**config.mk**
```make
export PLATFORM = sky130hd
export DESIGN_NAME = sdp_ram_pipe
export DESIGN_NICKNAME = d
export VERILOG_FILES = /design/src/rtl/menshen_ram_pkg.sv /design/src/rtl/sdp_ram_core.sv /design/src/rtl/sdp_ram_pipe.sv
export SDC_FILE = /design/constraint.sdc
export NUM_CORES = 2
export LEC_CHECK = 0
export CORE_ASPECT_RATIO = 1.4
export CORE_MARGIN = 2
export CORE_UTILIZATION = 41
export DETAILED_ROUTE_END_ITERATION = 8
export MAX_ROUTING_LAYER = met4
export RECOVER_POWER = 50
export SLEW_MARGIN = 30
export SYNTH_ARGS = -nofsm -noshare
export SYNTH_HDL_FRONTEND = slang
export SYNTH_SLANG_ARGS = --single-unit
```
**constraint.sdc**
```tcl
create_clock -name clk -period 6.2 [get_ports clk]
set_input_delay 1.24 -clock clk [delete_from_list [all_inputs] [get_ports clk]]
set_output_delay 1.24 -clock clk [all_outputs]
set_load 0.005 [all_outputs]
```
**src/rtl/menshen_ram_pkg.sv**
```systemverilog
// Shared constants and helpers for the pipeline table RAMs.
package menshen_ram_pkg;

  localparam int RD_LAT_MIN = 1;
  localparam int RD_LAT_MAX = 3;
  localparam int RDW_OLD    = 0;
  localparam int RDW_NEW    = 1;

  typedef enum logic {
    ST_CLEAR = 1'b0,
    ST_READY = 1'b1
  } ram_state_e;

  function automatic int be_bits(input int data_bits);
    return (data_bits + 7) / 8;
  endfunction

endpackage

```
**src/rtl/sdp_ram_core.sv**
```systemverilog
// Raw simple dual-port array: per-lane masked write, one-cycle registered read.
module sdp_ram_core #(
  parameter int ADDR_BITS = 5,
  parameter int DATA_BITS = 38,
  parameter int BE_BITS   = 5
) (
  input  logic                 clk,
  input  logic                 aresetn,
  input  logic                 we_i,
  input  logic [ADDR_BITS-1:0] waddr_i,
  input  logic [DATA_BITS-1:0] wdata_i,
  input  logic [BE_BITS-1:0]   wbe_i,
  input  logic                 re_i,
  input  logic [ADDR_BITS-1:0] raddr_i,
  output logic [DATA_BITS-1:0] rdata_o
);

  localparam int DEPTH = 2 ** ADDR_BITS;

  logic [DATA_BITS-1:0] mem_q [DEPTH];
  logic [DATA_BITS-1:0] wmask_s;
  logic [DATA_BITS-1:0] rdata_q;

  always_comb begin
    wmask_s = '0;
    for (int b = 0; b < DATA_BITS; b++) begin
      wmask_s[b] = wbe_i[b/8];
    end
  end

  // Array contents carry no reset; the top sweeps them instead.
  always_ff @(posedge clk) begin
    if (we_i) begin
      mem_q[waddr_i] <= (mem_q[waddr_i] & ~wmask_s) | (wdata_i & wmask_s);
    end
  end

  always_ff @(posedge clk) begin
    if (!aresetn) begin
      rdata_q <= '0;
    end else if (re_i) begin
      rdata_q <= mem_q[raddr_i];
    end
  end

  assign rdata_o = rdata_q;

endmodule

```
**src/rtl/sdp_ram_pipe.sv**
```systemverilog
// Table RAM wrapper: post-reset clear sweep, traffic gating, read-during-write
// merge and configurable read latency with a matching valid pipeline.
module sdp_ram_pipe
  import menshen_ram_pkg::*;
#(
  parameter int  ADDR_BITS      = 5,
  parameter int  DATA_BITS      = 38,
  parameter int  RD_LATENCY     = 1,
  parameter int  RDW_NEW_DATA   = 0,
  parameter int  CLEAR_ON_RESET = 1,
  localparam int BE_BITS        = be_bits(DATA_BITS)
) (
  input  logic                 clk,
  input  logic                 aresetn,
  input  logic                 wr_en,
  input  logic [ADDR_BITS-1:0] wr_addr,
  input  logic [DATA_BITS-1:0] wr_data,
  input  logic [BE_BITS-1:0]   wr_be,
  input  logic                 rd_en,
  input  logic [ADDR_BITS-1:0] rd_addr,
  output logic [DATA_BITS-1:0] rd_data,
  output logic                 rd_valid,
  output logic                 init_done
);

  localparam logic [ADDR_BITS-1:0] LAST_ADDR   = {ADDR_BITS{1'b1}};
  localparam ram_state_e           RESET_STATE = (CLEAR_ON_RESET != 0) ? ST_CLEAR : ST_READY;

  if (RD_LATENCY < RD_LAT_MIN || RD_LATENCY > RD_LAT_MAX) begin : g_bad_latency
    $error("sdp_ram_pipe: RD_LATENCY must be in 1..3");
  end
  if (RDW_NEW_DATA != RDW_OLD && RDW_NEW_DATA != RDW_NEW) begin : g_bad_rdw
    $error("sdp_ram_pipe: RDW_NEW_DATA must be 0 or 1");
  end

  ram_state_e           state_q, state_d;
  logic [ADDR_BITS-1:0] clr_cnt_q, clr_cnt_d;
  logic                 init_done_q, init_done_d;

  always_ff @(posedge clk) begin
    if (!aresetn) begin
      state_q     <= RESET_STATE;
      clr_cnt_q   <= '0;
      init_done_q <= 1'b0;
    end else begin
      state_q     <= state_d;
      clr_cnt_q   <= clr_cnt_d;
      init_done_q <= init_done_d;
    end
  end

  always_comb begin
    state_d   = state_q;
    clr_cnt_d = clr_cnt_q;
    case (state_q)
      ST_CLEAR: begin
        clr_cnt_d = clr_cnt_q + 1'b1;
        if (clr_cnt_q == LAST_ADDR) begin
          state_d = ST_READY;
        end else begin
          state_d = ST_CLEAR;
        end
      end
      ST_READY: state_d = ST_READY;
      default:  state_d = RESET_STATE;
    endcase
    init_done_d = (state_d == ST_READY);
  end

  logic                 clearing_s, wr_fire_s, rd_fire_s;
  logic                 core_we_s;
  logic [ADDR_BITS-1:0] core_waddr_s;
  logic [DATA_BITS-1:0] core_wdata_s;
  logic [BE_BITS-1:0]   core_wbe_s;
  logic [DATA_BITS-1:0] core_rdata_s;

  assign clearing_s = (state_q == ST_CLEAR);
  assign wr_fire_s  = wr_en & init_done_q & aresetn;
  assign rd_fire_s  = rd_en & init_done_q & aresetn;

  // The sweep owns the write port until init_done rises.
  always_comb begin
    core_we_s = clearing_s | wr_fire_s;
    if (clearing_s) begin
      core_waddr_s = clr_cnt_q;
      core_wdata_s = '0;
      core_wbe_s   = '1;
    end else begin
      core_waddr_s = wr_addr;
      core_wdata_s = wr_data;
      core_wbe_s   = wr_be;
    end
  end

  sdp_ram_core #(
    .ADDR_BITS (ADDR_BITS),
    .DATA_BITS (DATA_BITS),
    .BE_BITS   (BE_BITS)
  ) u_core (
    .clk     (clk),
    .aresetn (aresetn),
    .we_i    (core_we_s),
    .waddr_i (core_waddr_s),
    .wdata_i (core_wdata_s),
    .wbe_i   (core_wbe_s),
    .re_i    (rd_fire_s),
    .raddr_i (rd_addr),
    .rdata_o (core_rdata_s)
  );

  logic [BE_BITS-1:0]    coll_be_s, coll_be_q;
  logic [DATA_BITS-1:0]  coll_data_q;
  logic [DATA_BITS-1:0]  merged_s;
  logic [RD_LATENCY-1:0] vld_q;

  always_comb begin
    if (RDW_NEW_DATA == RDW_NEW && wr_fire_s && rd_fire_s && (rd_addr == wr_addr)) begin
      coll_be_s = wr_be;
    end else begin
      coll_be_s = '0;
    end
  end

  // Colliding write lanes travel beside the core read and patch it one cycle later.
  always_ff @(posedge clk) begin
    if (!aresetn) begin
      coll_be_q   <= '0;
      coll_data_q <= '0;
    end else if (rd_fire_s) begin
      coll_be_q   <= coll_be_s;
      coll_data_q <= wr_data;
    end
  end

  always_comb begin
    merged_s = core_rdata_s;
    for (int b = 0; b < DATA_BITS; b++) begin
      if (coll_be_q[b/8]) begin
        merged_s[b] = coll_data_q[b];
      end else begin
        merged_s[b] = core_rdata_s[b];
      end
    end
  end

  always_ff @(posedge clk) begin
    if (!aresetn) begin
      vld_q <= '0;
    end else begin
      vld_q[0] <= rd_fire_s;
      for (int k = 1; k < RD_LATENCY; k++) begin
        vld_q[k] <= vld_q[k-1];
      end
    end
  end

  if (RD_LATENCY == 1) begin : g_lat1
    assign rd_data = merged_s;
  end else begin : g_latn
    logic [DATA_BITS-1:0] pipe_q [RD_LATENCY-1];

    // Each stage only advances with valid data so rd_data holds between reads.
    always_ff @(posedge clk) begin
      if (!aresetn) begin
        for (int k = 0; k < RD_LATENCY - 1; k++) begin
          pipe_q[k] <= '0;
        end
      end else begin
        if (vld_q[0]) begin
          pipe_q[0] <= merged_s;
        end
        for (int k = 1; k < RD_LATENCY - 1; k++) begin
          if (vld_q[k]) begin
            pipe_q[k] <= pipe_q[k-1];
          end
        end
      end
    end

    assign rd_data = pipe_q[RD_LATENCY-2];
  end

  assign rd_valid  = vld_q[RD_LATENCY-1];
  assign init_done = init_done_q;

endmodule

```
==> results.md <==
- Routed Antenna Nets: 0
- Synth Cell Area: between 50,000 and 60,000 um^2
- Final Cycle Share: 0.8863
- Initial antenna violation count: 12
- R2r startpoint: init_done
- All-layer global routing usage: 0.3048
- Hold buffer count at cts: 0
- Mapped Nets: 3,559
- Setup slack, reg-to-reg: 710 ps
- DP Worst Slack: between 800 and 900 ps
- Sequential share of the synthesized area: 0.6424
- Area of the die: ~150,000 um^2
- Violated checks: max-capacitance violations, max-slew violations
- Layout area overhead: 14.21%
- MaxCap Viol Count: 36
- Core area: between 100,000 and 150,000 um^2
- YS warnings: 0
- Worst-path fanout max: 62
- First-pass GRT wire length: approximately 300 mm
- Non-filler instance count after layout: roughly 5,600
- Worst path slowest cell: clkbuf_1
- Top_reg_cell synth: edfxtp_1
- Ys async rst share: 0
- Clock Latency Late Sink: about 760 ps
- WS Path Type: reg2reg
- Hold path cells: 1
- Fmax: about 0.18 GHz
- CTS tree: yes
- Setup Skew: 31.76 ps
- Total power: approximately 18 mW
- Status: finished, violations left
- Hold Vio Cnt, Final: 0
- Critical-path cell list: mux2_8 > or3_1 > nor2_4 > clkbuf_1
- Largest stage delay, worst path: ~2400 ps
- Die Y-Extent: 450.0 um
- Clock slew at reported path FFs: about 70 ps
- CTS buffer count: 115
- DR pass1 iterations: 7
- Post-detail-place hpwl: roughly 120 mm
- Worst Setup End Kind: flip-flop
- Root Driver: clkbuf_16
- Initial Util: 0.4133
- Clock sinks: roughly 1,300
- CP Buf/Inv Count: 1
- DR iter-0 viols: between 6,000 and 7,000
- Final setup vio count: 0
- I/O Buffers: 96
- Htree depth: 3
- Placed cells: between 5,000 and 6,000
- HP Class: reg2reg
- Cts repair resizes: 0
- WP data arrival: roughly 5800 ps
- RSZ-0062 raised after global routing: false
- Drt drc: 0
- Worst EP required: between 6000 and 7000 ps
- Max-slew violations: approximately 610
- Maximum buffer depth of the clock tree: 3
- Cell family with the largest share of critical-path delay: buffers and inverters
- WL/cell: between 30 and 40 um
- Worst-Margin Slew: roughly 3400 ps
- Final worst slack: about 700 ps
- Pleak: about 21 nW
- Reg2Reg Depth: 4
- Slew Limit Headroom: -1.252
- Setup repair bufs after CTS: 0
- Pin count of the biggest net entering global routing: 115
- Hold endpoint: u_core.rdata_o[22]
- Final WL: roughly 220 mm
- Fin crit period: about 5500 ps
- Vias in the first global route: 38,862
- RePlAce Congestion: ~0.85
- Avg Cell Area, Syn: ~17 um^2
- #FFs+latches synth: 1,261
- CP Launch Type: flip-flop
- Syn Inst Count: approximately 3,500
- RR Endpoint: u_core.mem_q[24][27]
- Routed vias: approximately 39,000
- Number of synthesized flops with an enable pin: 1,216
- Power Density: about 270 nW/um^2
- TNS Setup: 0 ps
- Num rows: ~160
- Layout cell share with drive strength beyond 1: 0.2360
- VDD IR max: just under 0.0002 V
- Drt via density: around 7
- Total gr overflow: 0
- Total Nets Final: ~3,700
- IO Pins: 97
- Die width: approximately 320 um
- Count of cell types in the netlist: a little over 60
- Hold path startpoint: u_core.rdata_o[22]
-- registers in the layout, summed over array words and instances (netlist names) --
register / flops
u_core.rdata_o: 38
rd_valid: 1
u_core.mem_q: 1216
clr_cnt_q: 5
init_done: 1
-- synthesized netlist by cell type (14+ instances only) --
cell         n  area share
a41oi_1     82       0.012
a211oi_1    87       0.011
buf_6       17      0.0033
nand2_1     71      0.0046
buf_1       14     0.00090
a22o_1      14      0.0021
nor2b_1     83      0.0089
buf_2       62      0.0053
clkbuf_1   209       0.013
nor2_1      37      0.0024
nand4_1     32      0.0034
mux4_2     427        0.17
edfxtp_1  1216        0.63
o21ai_0    494       0.042
nor4_1      27      0.0029
dfxtp_1     45       0.015
a31oi_1     38      0.0041
mux2i_1    176       0.030
a21oi_1    144       0.012
o22ai_1     44      0.0047
a32o_1      39      0.0067
a222oi_1    15      0.0026
-- through the flow --
| step | util | hold slack, ps | area [um^2] |
|---|---|---|---|
| 3_5_place_dp | 0.4468 | 457.7 | 62960 |
| 6_report | 0.4720 | 464.3 | 66520 |
| 4_1_cts | 0.4749 | 476.5 | 66930 |
| 3_3_place_gp | 0.4466 | 454.1 | 62930 |
| 5_1_grt | 0.4719 | 491.0 | 66510 |
| 2_1_floorplan | - | 465.7 | 58240 |
-- how the worst max path moves through the flow --
stage	start	end	slack, ps	cells after the start
2_1_floorplan	wr_addr[0]	u_core.mem_q[0][0]	1660	7
3_3_place_gp	wr_addr[0]	u_core.mem_q[31][22]	990	8
4_1_cts	wr_addr[0]	u_core.mem_q[5][22]	1680	8
5_1_grt	wr_addr[0]	u_core.mem_q[2][6]	760	9
6_report	init_done	u_core.mem_q[24][27]	710	4
3_5_place_dp	wr_addr[0]	u_core.mem_q[20][22]	890	8
-- metal layers --
layer	routed length, um	global-route usage
met5	0	-
met4	13220	0.1615
met3	25120	0.06631
met2	102200	0.4703
met1	76340	0.3764
-- final cells by class --
type                       instances  area [um^2]
fill                           11821        74410
tap                             1897         2374
clock buffer                     149         3181
timing repair buffer             302         2879
inverter                           7        26.28
sequential                      1261        37420
antenna                           11        27.53
clock inverter                    70        788.3
multi-input combinational       1918        19820
-- logic make-up after synthesis --
group | Yosys count | share of synthesized area
buffers and inverters | 321 | 0.02498
adder cells (fa/ha/maj) | 2 | 0.0004296
multiplexers | 610 | 0.1969
AO/OA/AOI/OAI | 1006 | 0.1061
XOR/XNOR | 3 | 0.0004512
flip-flops | 1261 | 0.6424
AND/OR/NAND/NOR | 297 | 0.02870
-- layout by cell type (no fill, tap or decap), types with 11 or more instances in the layout --
cell,n
a32o_1,38
dfxtp_1,44
a41oi_1,82
clkdlybuf4s50_1,52
nor4_1,27
nor2b_1,82
a222oi_1,15
a2111oi_0,11
nor2_1,17
a211oi_1,87
nor2_4,18
edfxtp_1,1216
a31oi_2,30
nand2_1,70
dlygate4sd3_1,41
clkinv_1,17
o21ai_0,492
mux2i_1,177
clkinv_2,22
bufinv_16,15
a21oi_1,144
buf_4,111
clkbuf_2,14
mux4_2,427
clkbuf_1,59
nand4_1,32
o22ai_1,44
buf_12,43
diode_2,11
a22o_1,14
clkbuf_16,119
-- power by group --
part | switching (mW) | leakage (nW) | internal [mW]
Clock | 3.26 | 1.93 | 4.25
Combinational | 0.881 | 6.71 | 0.462
Sequential | 0.0429 | 12.6 | 9.30
Total | 4.18 | 21.2 | 14.0
Power figures use the tool's default switching activity.
